File: src/rtl/program_counter_rs.sv
// Program counter with condition/update-style decode and a LIFO return-address
// stack for call/return. All outputs are registered; stall freezes everything.
module program_counter_rs #(
    parameter int ADDR_WIDTH     = 6,
    parameter int DATA_WIDTH     = 16,
    parameter int HALF_OFF_WIDTH = 4,
    parameter int STACK_DEPTH    = 4
) (
    input  logic                           clk,
    input  logic                           reset,
    input  logic                           stall,
    input  logic [1:0]                     BC,
    input  logic [2:0]                     PS,
    input  logic [DATA_WIDTH-1:0]          D,
    input  logic [DATA_WIDTH-1:0]          A,
    input  logic [HALF_OFF_WIDTH-1:0]      AA,
    input  logic [HALF_OFF_WIDTH-1:0]      BA,
    output logic [ADDR_WIDTH-1:0]          pc,
    output logic [$clog2(STACK_DEPTH):0]   stack_count,
    output logic                           stack_overflow,
    output logic                           stack_underflow
);

    localparam int PW    = $clog2(STACK_DEPTH);
    localparam int CW    = PW + 1;
    localparam int OFF_W = 2 * HALF_OFF_WIDTH;

    localparam logic [ADDR_WIDTH-1:0] PC_ONE  = ADDR_WIDTH'(1);
    localparam logic [CW-1:0]         CNT_ONE = CW'(1);
    localparam logic [CW-1:0]         CNT_FULL = CW'(STACK_DEPTH);

    localparam logic [1:0] BC_ZERO = 2'd0;
    localparam logic [1:0] BC_NZERO = 2'd1;
    localparam logic [1:0] BC_NEG  = 2'd2;

    localparam logic [2:0] PS_HOLD     = 3'd0;
    localparam logic [2:0] PS_INC      = 3'd1;
    localparam logic [2:0] PS_REL      = 3'd2;
    localparam logic [2:0] PS_ABS      = 3'd3;
    localparam logic [2:0] PS_CALL_REL = 3'd4;
    localparam logic [2:0] PS_CALL_ABS = 3'd5;
    localparam logic [2:0] PS_RET      = 3'd6;

    logic [ADDR_WIDTH-1:0] stack_mem [STACK_DEPTH];
    logic [OFF_W-1:0]      offset;
    logic [ADDR_WIDTH-1:0] off_ext;
    logic [ADDR_WIDTH-1:0] pc_inc;
    logic [ADDR_WIDTH-1:0] rel_tgt;
    logic [ADDR_WIDTH-1:0] abs_tgt;
    logic [ADDR_WIDTH-1:0] pc_nxt;
    logic [CW-1:0]         cnt_m1;
    logic [CW-1:0]         cnt_nxt;
    logic                  taken;
    logic                  push;
    logic                  ovf_set;
    logic                  unf_set;

    assign offset = {AA, BA};

    // Offset is sign-extended when narrower than the PC, otherwise truncated.
    generate
        if (OFF_W >= ADDR_WIDTH) begin : g_off_trunc
            assign off_ext = offset[ADDR_WIDTH-1:0];
        end else begin : g_off_sext
            assign off_ext = {{(ADDR_WIDTH-OFF_W){offset[OFF_W-1]}}, offset};
        end
        if (DATA_WIDTH > ADDR_WIDTH) begin : g_a_upper
            logic unused_a_upper;
            assign unused_a_upper = ^A[DATA_WIDTH-1:ADDR_WIDTH];
        end
    endgenerate

    always_comb begin
        pc_inc  = pc + PC_ONE;
        rel_tgt = pc + off_ext + PC_ONE;
        abs_tgt = A[ADDR_WIDTH-1:0];
        cnt_m1  = stack_count - CNT_ONE;

        case (BC)
            BC_ZERO:  taken = (D == '0);
            BC_NZERO: taken = (D != '0);
            BC_NEG:   taken = D[DATA_WIDTH-1];
            default:  taken = 1'b1;
        endcase

        pc_nxt  = pc_inc;
        cnt_nxt = stack_count;
        push    = 1'b0;
        ovf_set = 1'b0;
        unf_set = 1'b0;

        if (taken) begin
            case (PS)
                PS_HOLD: pc_nxt = pc;
                PS_INC:  pc_nxt = pc_inc;
                PS_REL:  pc_nxt = rel_tgt;
                PS_ABS:  pc_nxt = abs_tgt;
                PS_CALL_REL, PS_CALL_ABS: begin
                    // A call into a full stack is dropped and falls through.
                    if (stack_count == CNT_FULL) begin
                        ovf_set = 1'b1;
                    end else begin
                        push    = 1'b1;
                        cnt_nxt = stack_count + CNT_ONE;
                        pc_nxt  = (PS == PS_CALL_REL) ? rel_tgt : abs_tgt;
                    end
                end
                PS_RET: begin
                    if (stack_count == '0) begin
                        unf_set = 1'b1;
                    end else begin
                        pc_nxt  = stack_mem[cnt_m1[PW-1:0]];
                        cnt_nxt = cnt_m1;
                    end
                end
                default: pc_nxt = pc_inc;
            endcase
        end
    end

    always_ff @(posedge clk) begin
        if (reset) begin
            pc              <= '0;
            stack_count     <= '0;
            stack_overflow  <= 1'b0;
            stack_underflow <= 1'b0;
        end else if (!stall) begin
            pc          <= pc_nxt;
            stack_count <= cnt_nxt;
            if (ovf_set) stack_overflow  <= 1'b1;
            if (unf_set) stack_underflow <= 1'b1;
        end
    end

    // Stack contents need no reset; only entries below stack_count are ever read.
    always_ff @(posedge clk) begin
        if (!reset && !stall && push) begin
            stack_mem[stack_count[PW-1:0]] <= pc_inc;
        end
    end

endmodule

File: config.mk
export PLATFORM = sky130hd
export DESIGN_NAME = program_counter_rs
export DESIGN_NICKNAME = d
export VERILOG_FILES = /design/src/rtl/program_counter_rs.sv
export SDC_FILE = /design/constraint.sdc
export NUM_CORES = 1
export LEC_CHECK = 0
export ABC_AREA = 1
export CAP_MARGIN = 20
export CORE_ASPECT_RATIO = 1.25
export CORE_MARGIN = 1.5
export CORE_UTILIZATION = 40
export DETAILED_ROUTE_END_ITERATION = 7
export PLACE_DENSITY = 0.64
export SYNTH_ARGS = -nofsm -noshare
export SYNTH_HDL_FRONTEND = slang
export SYNTH_SLANG_ARGS = --single-unit
File: constraint.sdc
create_clock -name clk -period 2.2 [get_ports clk]
set_clock_uncertainty 0.05 [all_clocks]
set_input_delay 0.33 -clock clk [delete_from_list [all_inputs] [get_ports clk]]
set_output_delay 0.33 -clock clk [all_outputs]
set_load 0.01 [all_outputs]
# --- Yosys cells after proc, flatten, opt, wreduce, memory -nomap -nowiden ---
# Memories as Yosys holds them, arrays and structs flattened.
# Cells that the tools add are included.
# W data, S select, Z words.
totals:
  latch_bits: 0
  register_bits: 11
  rom_bits: 0
  memories: 1
  out_inout_bits: 11
  ramBits: 24
mem_list:
  columns: ["memory", "words", "word_bits", "rd", "rd_clocked_by_memory_dff", "wr", "line", "source"]
  rows:
  - ["stack_mem", 4, 6, 1, 0, 1, "44", "logic [ADDR_WIDTH-1:0] stack_mem [STACK_DEPTH];"]
classes:
  div: 0
  order_cmp: 0
  n_bitwise: 1
  muxes: 20
  n_reduce_logical: 15
  add_sub_neg: 5
  shifts: 0
  n_eq_ne: 11
  mul: 0
ops:
  columns: ["operator", "count"]
  rows:
  - ["$pmux W6 S5", 1]
  - ["$mux W6", 4]
  - ["$logic_not A16 Y1", 1]
  - ["$reduce_bool A16 Y1", 1]
  - ["$add A6 B1 Y6 const B", 2]
  - ["$eq A3 B3 Y1 const B", 4]
  - ["$mux W1", 11]
  - ["$add A6 B6 Y6", 1]
  - ["$eq A3 B2 Y1 const B", 2]
  - ["$logic_not A3 Y1", 2]
  - ["$mux W3", 2]
  - ["$ne A2 B2 Y1 const B", 3]
  - ["$pmux W3 S2", 1]
  - ["$reduce_and A2 Y1", 3]
  - ["$reduce_and A5 Y1", 1]
  - ["$add A3 B1 Y3 const B", 1]
  - ["$pmux W1 S3", 1]
  - ["$sub A3 B1 Y3 const B", 1]
  - ["$eq A2 B1 Y1 const B", 1]
  - ["$eq A2 B2 Y1 const B", 1]
  - ["$logic_and A1 B1 Y1", 2]
  - ["$logic_not A1 Y1", 2]
  - ["$logic_not A2 Y1", 1]
  - ["$reduce_bool A2 Y1", 1]
  - ["other kinds (2)", 2]

# --- Depth between registers and ports, before layout ---
logic_depth:
  depth_word: 7
  depth_mapped: 13
  ltp_nobuf: 12

# --- Worst setup path after synthesis ---
# No wires, ideal clock.
synth_path:
  path_type: "flip-flop to flip-flop"
  from: "register stack_count[0]"
  to: "register pc[0]"
  stages_incl_launch_ff: 14
  synth_period_minus_slack_ns: 2.053
  path_slack_ns: 0.147
  n_path_buf: 1
  setup_ns: 0.070
  t_arrival_ns: 1.933
  t_required_ns: 2.080
  path_cell_list: "dfxtp_1 -> inv_1 -> buf_2 -> ha_1 -> clkinv_1 -> nor2_1 -> o21ai_0 -> nand2_1 -> nand2_1 -> o21ai_0 -> nor2_1 -> nor2_2 -> nor2_1 -> a21oi_1"
synth_via:
  elab_chain_len: 5
  word_cells_on_any_way: 8
  classes_between: "1 x add/sub; 1 x eq/ne; 4 x mux; 1 x reduce/logical; 1 x memory"
synth_lines:
  columns: ["item", "line", "source"]
  rows:
  - ["start, declared", "19", "output logic [$clog2(STACK_DEPTH):0] stack_count,"]
  - ["start signal, assigned", "129", "stack_count <= cnt_nxt;"]
  - ["$sub A3 B1 Y3", "77", "cnt_m1 = stack_count - CNT_ONE;"]
  - ["$mem_v2 Z4 W6", null, null]
  - ["$mux W6", "109", "if (stack_count == '0) begin"]
  - ["$pmux W6 S5 *", "93", "case (PS)"]
  - ["$mux W6 *", "92", "if (taken) begin"]
  - ["end signal, assigned", "128", "pc <= pc_nxt;"]
  - ["end, declared", "18", "output logic [ADDR_WIDTH-1:0] pc,"]
# Every way passes the cells marked *; elsewhere a longest branch is shown, timed or not.
# A chain may end at the register's enable or synchronous reset.

# --- Worst setup path in the final report ---
layout_path:
  from: "input port BA[0]"
  to: "register pc[4]"
layout_via:
  elab_chain_len: 6
layout_lines:
  columns: ["item", "line", "source"]
  rows:
  - ["start, declared", "17", "input logic [HALF_OFF_WIDTH-1:0] BA,"]
  - ["$add A6 B6 Y6 *", "75", "rel_tgt = pc + off_ext + PC_ONE;"]
  - ["$add A6 B1 Y6 *", "75", null]
  - ["$mux W6", "105", "pc_nxt = (PS == PS_CALL_REL) ? rel_tgt : abs_tgt;"]
  - ["$mux W6", "100", "if (stack_count == CNT_FULL) begin"]
  - ["$pmux W6 S5 *", "93", null]
  - ["$mux W6 *", "92", null]
# Marks and branches as above.

==> impl_metrics.yaml <==
status:
  outcome: "finished clean"
detailed_routing:
  dr.pass1.iters: 5
  wirelength_um: 5192
  via_per_inst: 4.970
  num_vias: 2018
  ant_nets: 0
  wl_per_cell_um: 12.79
  drc: 0
  first_iter_violations: 129
die:
  core.rowCount: 30
  start_util_pct: 41.00
  io_pins: 59
  die_w_um: 69.35
  coreArea_um2: 5368
  die_h_um: 85.93
  dieArea_um2: 5959
timing:
  max_freq_mhz: 502.7
  max_slew.worst_pin.slew_ns: 0.4200
  grt_setup_unrepaired: "no"
  maxSlewViolCount: 0
  hold_viol: 0
  relSlewSlack_pct: 71.91
  finalSetupViolations: 0
  min_period_ns: 1.989
  timing.final.crit_share_pct: 90.42
worst_setup_path:
  cp-end-kind: "flip-flop"
  crit_chain: "clkdlybuf4s50_1 -> inv_1 -> ha_1 -> fa_1 -> o21ai_0 -> nand2_1 -> nand2_1 -> nor2_1 -> nor2_1 -> nand2_1 -> nand3_1 -> a21oi_1"
  critPathMaxStageDelay_ns: 0.45
  critical_path_class: "input pin to flip-flop"
  critical_path.max_fanout: 2
  path_buf_inv: 2
  arrival_ns: 2.13
  cpMostUsedCell: "nand2_1"
  worst_setup_path_start_kind: "input pin"
  critical-path-top-delay-family: "adder cells"
  cpMaxStageDelayCell: "clkdlybuf4s50_1"
  worstPathRequired_ns: 2.34
place:
  dpl.hpwl_um: 4013
  io_buffers: 46
  gp_congestion: 0.7734
synthesis:
  syn_inst: 273
  synth_simple_gate_area_share_pct: 32.35
  synth-seq-area-share_pct: 42.75
  avgSynthCellArea_um2: 8.062
  synthXorXnorAreaFrac_pct: 2.388
  syn_nets: 333
  synth_top_family_by_area: "simple AND/OR/NAND/NOR gates"
  ys_types: 34
  syn-cell-area_um2: 2201
  synth_compound_area_share_pct: 8.982
  yosys.area_share.adder_pct: 7.163
  ys_ff_latch: 35
  yosys_warnings: 0
  synth.mux.area_fraction_pct: 0
cts:
  hold_buffers: 0
  cts_buffer_depth: 2
  clock-root-buffer: "clkbuf_8"
  cts_sinks: 35
  htree_levels: 2
  cts_tree: "yes"
  cts_made_buffers: 5
  cts.clk_slew.worst_paths_ns: 0.07
  insertion_delay_ns: 0.29
global_route:
  grt_pass1_vias: 1950
  grt.overflow.total: 0
  grt_max_degree: 18
  antenna_found_initial: 0
  grt_usage_pct: 18.80
  grt_pass1_wl_um: 8901
worst_hold_path:
  hold_class: "flip-flop to flip-flop"
finish:
  diodes: 0
  final_common_cell: "nand2_1"
  nFillCells: 489
  final_util_pct: 55.43
  layout.nets: 401
  drive_above_1_share_pct: 14.91
  layout_common_cells: "nand2_1 (62), clkdlybuf4s50_1 (46), nand3_1 (33)"
  area_delta_synth_final_pct: 35.19
power:
  power.total_mw: 1.706
  power_per_cell_area_nw_per_um2: 573.3
  ir_worst_vdd_uv: 261.6
  leakage_nw: 1.236
run:
  max_cap_viol_count: 0
==> synthesized netlist by cell type <==
library cell  number  area (µm²)
nand2_1           62       232.7
nand3_1           33       165.2
inv_1             28       105.1
nor2_1            28       105.1
edfxtp_1          24       720.7
a21oi_1           16       80.08
dfxtp_1           11       220.2
ha_1              11       137.6
o21ai_0            8       40.04
nand2_2            5       31.28
inv_2              4       15.01
nand2_4            4       45.04
nor3_1             4       20.02
nor2_2             3       18.77
o21ai_1            3       15.01
o21ai_2            3       26.28
xnor2_1            3       26.28
xor2_1             3       26.28
buf_2              2       10.01
nand4_1            2       12.51
nor2_4             2       22.52
o21a_1             2       15.01
a21boi_0           1       7.510
a31oi_1            1       6.260
and2_1             1       6.260
clkinv_1           1       3.750
fa_1               1       20.02
inv_4              1       6.260
nand3_2            1       10.01
nand3b_1           1       7.510
nand4_2            1       12.51
nor3_4             1       16.27
o211ai_1           1       7.510
or2_1              1       6.260
==> report_power, final <==
group	internal (mW)	switching, mW
clock	0.337	0.243
sequential	0.724	0.0152
combinational	0.184	0.203
total	1.24	0.461
==> path summary, 6_finish.rpt <==
path | startpoint | to | slack [ns] | depth (start not counted)
max reg2reg | pc[0]$_SDFFE_PP0P_ | pc[4]$_SDFFE_PP0P_ | 0.28 | 11
min | stack_overflow$_SDFFE_PP0P_ | stack_overflow$_SDFFE_PP0P_ | 0.41 | 1
max | BA[0] | pc[4]$_SDFFE_PP0P_ | 0.21 | 12
min reg2reg | stack_overflow$_SDFFE_PP0P_ | stack_overflow$_SDFFE_PP0P_ | 0.41 | 1
==> logic make-up (layout without fill, tap and decap cells) <==
family	after synthesis	count (layout)
AO/OA/AOI/OAI	35	35
XOR/XNOR	6	6
adder cells (fa/ha/maj)	12	12
buffers and inverters	36	105
flip-flops	35	35
AND/OR/NAND/NOR	149	149
==> sequential cells by signal (all words and copies together), names as in the netlist <==
signal,count
stack_mem,24
pc,6
stack_count,3
stack_overflow,1
stack_underflow,1
==> timing repair <==
item | in CTS | in global routing
resized for setup | 0 | 1
buffers inserted | 0 | 2
endpoints found under the hold margin | 0 | 0
setup endpoints to repair | 0 | 1
==> area by class of cell <==
cell class              count  area [µm²]  share of cell area [%]
flip-flops and latches     35       940.9                   31.62
repair buffers             63       588.1                   19.76
clock inverters             3       43.79                   1.472
well taps                  64       80.08                   2.691
inverters                  34       133.9                   4.500
clock buffers               5       68.82                   2.313
multi-input cells         202        1120                   37.64
==> layer usage <==
| metal | vias up | GRT usage, % | routed length (µm) |
|---|---|---|---|
| li1 | 1042 | - | - |
| met1 | 933 | 22.64 | 2215 |
| met2 | 33 | 33.57 | 2685 |
| met3 | 10 | 2.938 | 172 |
| met4 | 0 | 7.487 | 118 |
| met5 | - | 0 | 0 |
==> through the flow <==
step	cells	cell area, µm²	TNS [ns]	hold WS [ns]	setup WS (ns)
finish	406	2975	0	0.4142	0.2107
floorplan	273	2201	0	0.3491	0.1468
CTS	404	2957	0	0.4195	0.1585
detailed placement	396	2844	-1.439	0.4028	-0.1221
global placement	396	2844	-0.1487	0.3972	-0.08397
global route	406	2975	0	0.4260	0.02701
Note: power is estimated with default switching activity, not from simulation.
